File: src/rtl/loader_pkg.sv
// Shared constants for the instruction loader: FSM state encoding,
// default word geometry and the HALT instruction.
package loader_pkg;

  localparam int NB_DATA        = 32;
  localparam int NB_BYTE        = 8;
  localparam int BYTES_PER_WORD = NB_DATA / NB_BYTE;

  localparam logic [NB_DATA-1:0] HALT_INSTR = 32'hFFFF_FFFF;

  typedef logic [1:0] state_t;

  localparam state_t IDLE  = 2'd0;
  localparam state_t RECV  = 2'd1;
  localparam state_t WRITE = 2'd2;
  localparam state_t DONE  = 2'd3;

endpackage

File: src/rtl/byte_assembler.sv
// Packs incoming bytes MSB-first into a word; flags the byte that completes it.
// word_ready and word are combinational so the parent can register them on the completing edge.
module byte_assembler #(
  parameter int NB_DATA = 32,
  parameter int NB_BYTE = 8
) (
  input  logic               clk,
  input  logic               rst,
  input  logic               clear,
  input  logic               byte_valid,
  input  logic [NB_BYTE-1:0] byte_data,
  output logic               word_ready,
  output logic [NB_DATA-1:0] word
);

  localparam int WORD_BYTES = NB_DATA / NB_BYTE;
  localparam int CNT_W      = (WORD_BYTES > 1) ? $clog2(WORD_BYTES) : 1;

  logic [NB_DATA-1:0] asm_reg;
  logic [CNT_W-1:0]   cnt_reg;

  // Shifting by a whole byte keeps this legal even when the word is one byte wide.
  assign word       = (asm_reg << NB_BYTE) | NB_DATA'(byte_data);
  assign word_ready = byte_valid && (cnt_reg == CNT_W'(WORD_BYTES - 1));

  always_ff @(posedge clk or posedge rst) begin
    if (rst) begin
      asm_reg <= '0;
      cnt_reg <= '0;
    end else if (clear) begin
      asm_reg <= '0;
      cnt_reg <= '0;
    end else if (byte_valid) begin
      asm_reg <= word;
      cnt_reg <= word_ready ? '0 : cnt_reg + 1'b1;
    end
  end

endmodule

File: src/rtl/instruction_loader.sv
// Loads a program from the debug UART into instruction memory, one word per
// write, stopping on HALT or when memory is full.
module instruction_loader #(
  parameter int                 NB_DATA    = loader_pkg::NB_DATA,
  parameter int                 NB_BYTE    = loader_pkg::NB_BYTE,
  parameter int                 NB_ADDR    = 10,
  parameter logic [NB_DATA-1:0] HALT_INSTR = loader_pkg::HALT_INSTR
) (
  input  logic               i_clock,
  input  logic               i_reset,
  input  logic               i_start,
  input  logic [NB_BYTE-1:0] i_rx_data,
  input  logic               i_rx_valid,
  output logic               o_imem_wr_enb,
  output logic [NB_ADDR-1:0] o_imem_wr_addr,
  output logic [NB_DATA-1:0] o_imem_wr_data,
  output logic               o_busy,
  output logic               o_load_done,
  output logic               o_overflow,
  output logic [NB_ADDR:0]   o_word_count
);

  import loader_pkg::*;

  localparam logic [NB_ADDR-1:0] ADDR_MAX = {NB_ADDR{1'b1}};

  state_t             state_reg, state_next;
  logic [NB_ADDR-1:0] addr_reg;
  logic [NB_ADDR:0]   word_count_reg;
  logic               wr_enb_reg;
  logic [NB_ADDR-1:0] wr_addr_reg;
  logic [NB_DATA-1:0] wr_data_reg;
  logic               busy_reg;
  logic               done_reg;
  logic               overflow_reg;

  logic               clear;
  logic               accept_en;
  logic               set_overflow;
  logic               word_ready;
  logic [NB_DATA-1:0] word_next;

  byte_assembler #(
    .NB_DATA (NB_DATA),
    .NB_BYTE (NB_BYTE)
  ) u_byte_assembler (
    .clk        (i_clock),
    .rst        (i_reset),
    .clear      (clear),
    .byte_valid (accept_en && i_rx_valid),
    .byte_data  (i_rx_data),
    .word_ready (word_ready),
    .word       (word_next)
  );

  always_comb begin
    state_next   = state_reg;
    clear        = 1'b0;
    accept_en    = 1'b0;
    set_overflow = 1'b0;
    case (state_reg)
      IDLE: begin
        clear = 1'b1;
        if (i_start) state_next = RECV;
      end
      RECV: begin
        accept_en = 1'b1;
        if (word_ready) state_next = WRITE;
      end
      WRITE: begin
        // Bytes arriving during the write cycle start the next word.
        accept_en = 1'b1;
        if (wr_data_reg == HALT_INSTR) begin
          state_next = DONE;
        end else if (addr_reg == ADDR_MAX) begin
          state_next   = DONE;
          set_overflow = 1'b1;
        end else begin
          state_next = RECV;
        end
      end
      default: begin
        if (i_start) begin
          clear      = 1'b1;
          state_next = RECV;
        end
      end
    endcase
  end

  always_ff @(posedge i_clock or posedge i_reset) begin
    if (i_reset) begin
      state_reg      <= IDLE;
      addr_reg       <= '0;
      word_count_reg <= '0;
      wr_enb_reg     <= 1'b0;
      wr_addr_reg    <= '0;
      wr_data_reg    <= '0;
      busy_reg       <= 1'b0;
      done_reg       <= 1'b0;
      overflow_reg   <= 1'b0;
    end else begin
      state_reg  <= state_next;
      busy_reg   <= (state_next == RECV) || (state_next == WRITE);
      done_reg   <= (state_next == DONE);
      wr_enb_reg <= (state_reg == RECV) && word_ready;

      if ((state_reg == RECV) && word_ready) begin
        wr_addr_reg <= addr_reg;
        wr_data_reg <= word_next;
      end

      if (clear) begin
        addr_reg       <= '0;
        word_count_reg <= '0;
        overflow_reg   <= 1'b0;
      end else if (state_reg == WRITE) begin
        word_count_reg <= word_count_reg + 1'b1;
        // Hold the address at the top so it never wraps back to 0.
        if (addr_reg != ADDR_MAX) addr_reg <= addr_reg + 1'b1;
        if (set_overflow) overflow_reg <= 1'b1;
      end
    end
  end

  assign o_imem_wr_enb  = wr_enb_reg;
  assign o_imem_wr_addr = wr_addr_reg;
  assign o_imem_wr_data = wr_data_reg;
  assign o_busy         = busy_reg;
  assign o_load_done    = done_reg;
  assign o_overflow     = overflow_reg;
  assign o_word_count   = word_count_reg;

endmodule
File: config.mk
export PLATFORM = sky130hd
export DESIGN_NAME = instruction_loader
export DESIGN_NICKNAME = d
export VERILOG_FILES = /design/src/rtl/loader_pkg.sv /design/src/rtl/byte_assembler.sv /design/src/rtl/instruction_loader.sv
export SDC_FILE = /design/constraint.sdc
export NUM_CORES = 1
export LEC_CHECK = 0
export CAP_MARGIN = 20
export CORE_ASPECT_RATIO = 0.8
export CORE_MARGIN = 10
export CORE_UTILIZATION = 40
export CTS_CLUSTER_SIZE = 25
export DETAILED_ROUTE_END_ITERATION = 10
export DONT_BUFFER_PORTS = 1
export GPL_TIMING_DRIVEN = 0
export SLEW_MARGIN = 20
export SYNTH_ARGS = -nofsm -noshare
export SYNTH_HDL_FRONTEND = slang
export SYNTH_SLANG_ARGS = --single-unit
File: constraint.sdc
create_clock -name i_clock -period 2.66 [get_ports i_clock]
set_input_delay 0.133 -clock i_clock [delete_from_list [all_inputs] [get_ports i_clock]]
set_output_delay 0.133 -clock i_clock [all_outputs]
set_load 0.01 [all_outputs]
==> flow_summary.toml <==
[min_path]
hp-start = "i_rx_valid"
hold_depth = 3
hold_class = "in -> reg"
holdPathEnd = "state_reg[0]"

[drt]
drc = 0
dr.pass1.iters = 4
avgViaCountPerCell = 5.000
dr_wl_met2_um = 4138
avgRoutedWirePerCell_um = 15.93
dr_wl_met3_um = 827
drtIter0Drc = 245
totalWireLength_um = 9592
top_layer_used = "met4"
ant_nets = 0
routed-via-count = 3010
wl_met1_um = 4528

[sta]
period_share_pct = 80.09
tightest_slew_ps = 625.7
holdWs_ps = 83.64
fin_skew_ps = 7.757
max_freq_mhz = 469.4
maxSlewHeadroom_pct = 57.09
maxSlewViolCount = 0
layout_setup_ws_ps = 529.7
setup_viol = 0
rsz0062_at_grt = "false"
finalCriticalPeriod_ps = 2130
hold_viol_final = 0

[logic_synthesis]
synth_top_area_cell = "dfrtp_1"
syn-instance-count = 440
syn_avg_cell_area_um2 = 9.239
ys_seq_elements = 95
yosysSeqAreaShare_pct = 58.48
synth_top_area_share_pct = 58.48
yosys.cell_types.count = 36
synth_area_um2 = 4065
synthTopCellsByArea = "dfrtp_1 (58%), nand2_1 (17%), a21oi_1 (4.2%)"
yosys_warnings = 0
syn-num-nets = 460

[power_and_ir_drop]
p_leak_nw = 2.276
total_power_mw = 3.894
ir_worst_vdd_mv = 0.3528
p_per_area_nw_per_um2 = 827.7

[global_routing]
grt_pass1_wl_um = 16060
track_usage_pct = 13.62
grt_max_degree = 74
antenna_found_initial = 0
grt.overflow.total = 0
first_global_vias = 3025

[setup_path]
critPathMaxFanout = 8
reg2reg_depth = 8
worstSetupPathType = "reg -> reg"
r2r-end = "o_busy"
arrival_ps = 2350
startpoint_type = "register"
critical_path_required_ps = 2880
reg2reg_setup_slack_ps = 530
r2r_start = "state_reg[0]"
crit_path_end_kind = "register"

[die]
die_x_um = 132.7
row_count = 32
initial_core_util_pct = 41.61
core_area_um2 = 9769
die-area_um2 = 14620
die_y_um = 110.2
io_pins = 69

[placement]
dp_slack_ps = 529.4
routabilityCongestion = 0.8354
io_buffer_count = 0
dp_hpwl_um = 7013

[clock_tree]
cts_root_buf = "clkbuf_16"
cts_num_sinks = 95
clock_latency_ps = 340
clk_pin_slew_worst_paths_ps = 60
cts_tree = "built"
cts_resized = 0
clockBufferDepth = 2
h-tree-depth = 3
cts_made_buffers = 9

[cells_and_area]
final_nets = 481
largest_reg_flops = 32
drive_gt1_share_pct = 7.940
syn_to_final_growth_pct = 15.73
diodes = 0
final_core_util_pct = 48.16

[status]
status = "finished, final reports clean"

[job]
maxCapViolCount = 0
cells in the mapped netlist, drive strengths merged:
cell and n:
nand2 189, dfrtp 95, a21oi 34, nor2 19, nand4 17, buf 12, clkbuf 9, ha 8
nor3 7, xor2 7, inv 5, o21ai 5, xnor2 5, and3 4, mux2i 3, nand3 3
nor4 3, a211oi 2, and4 2, nand2b 2, a22o 1, a311oi 1, a31o 1, a31oi 1
and2 1, mux2 1, o31ai 1, or2 1, or3 1
logic make-up (layout without fill, tap and decap cells):
family                   after synthesis  in the layout  share of synthesized area, %
AND/OR/NAND/NOR                      249            249                         25.85
flip-flops                            95             95                         58.48
AO/OA/AOI/OAI                         46             46                         6.587
buffers and inverters                 26             52                         3.016
XOR/XNOR                              12             12                         2.585
adder cells (fa/ha/maj)                8              8                         2.462
multiplexers                           4              4                         1.016
critical path: stages (launching register included):
cell      delay [ps]
dfrtp_1          390
inv_1             70
ha_1             270
clkbuf_1         230
nand4_2          330
inv_2            240
nor2_1            70
o21ai_0          120
ha_1             280
where the power goes:
group          switching, mW  internal [mW]  total [mW]
combinational          0.395          0.173       0.568
clock                  0.539          0.941        1.48
sequential             0.219           1.63        1.85
worst max path at each step:
stage	startpoint	endpoint	slack [ps]	cells after the start
3_3_place_gp	i_reset	o_imem_wr_data[26]	-1000	1
4_1_cts	state_reg[0]	o_busy	520	8
5_1_grt	state_reg[0]	o_busy	380	8
2_1_floorplan	i_reset	addr_reg[0]	50	1
3_5_place_dp	state_reg[0]	o_busy	530	8
6_report	state_reg[0]	o_busy	530	8
layout by cell type (no fill, tap or decap), types with 2 or more instances in the layout:
cell,instances
nand2_1,189
a211oi_1,2
nand4_1,16
a21oi_1,34
nor4_1,3
inv_1,3
xor2_1,7
buf_4,2
ha_1,8
mux2i_1,3
xnor2_1,5
buf_2,8
nor2_1,19
dfrtp_1,95
clkbuf_16,9
bufinv_16,3
and3_1,4
nand3_1,2
dlygate4sd3_1,9
nand2b_1,2
o21ai_0,5
clkbuf_1,9
nor3_1,7
clkinv_2,2
per-stage QoR:
stage,TNS [ps],instances,instance area (um2)
CTS,0,602,4705
floorplan,0,440,4065
finish,0,602,4705
global route,0,602,4705
global placement,-94590,576,4235
detailed placement,0,577,4268
routing by layer:
metal	up-vias	GRT usage [%]
li1	1480	-
met1	1441	18.14
met2	83	19.69
met3	6	5.967
met4	0	3.997
met5	-	0
final cells by class:
| type | instances | area (um2) |
|---|---|---|
| buffer | 21 | 103.9 |
| clock buffer | 10 | 239.0 |
| clock inverter | 6 | 107.6 |
| fill | 982 | 5065 |
| inverter | 5 | 23.77 |
| multi-input combinational | 319 | 1565 |
| sequential | 95 | 2377 |
| tap | 136 | 170.2 |
| timing repair buffer | 10 | 117.6 |
repair_timing:
item                      in CTS  in global routing
hold buffers                   9                  0
hold endpoints to repair     111                  0
setup buffers                  0                  0
Power figures use the tool's default switching activity.
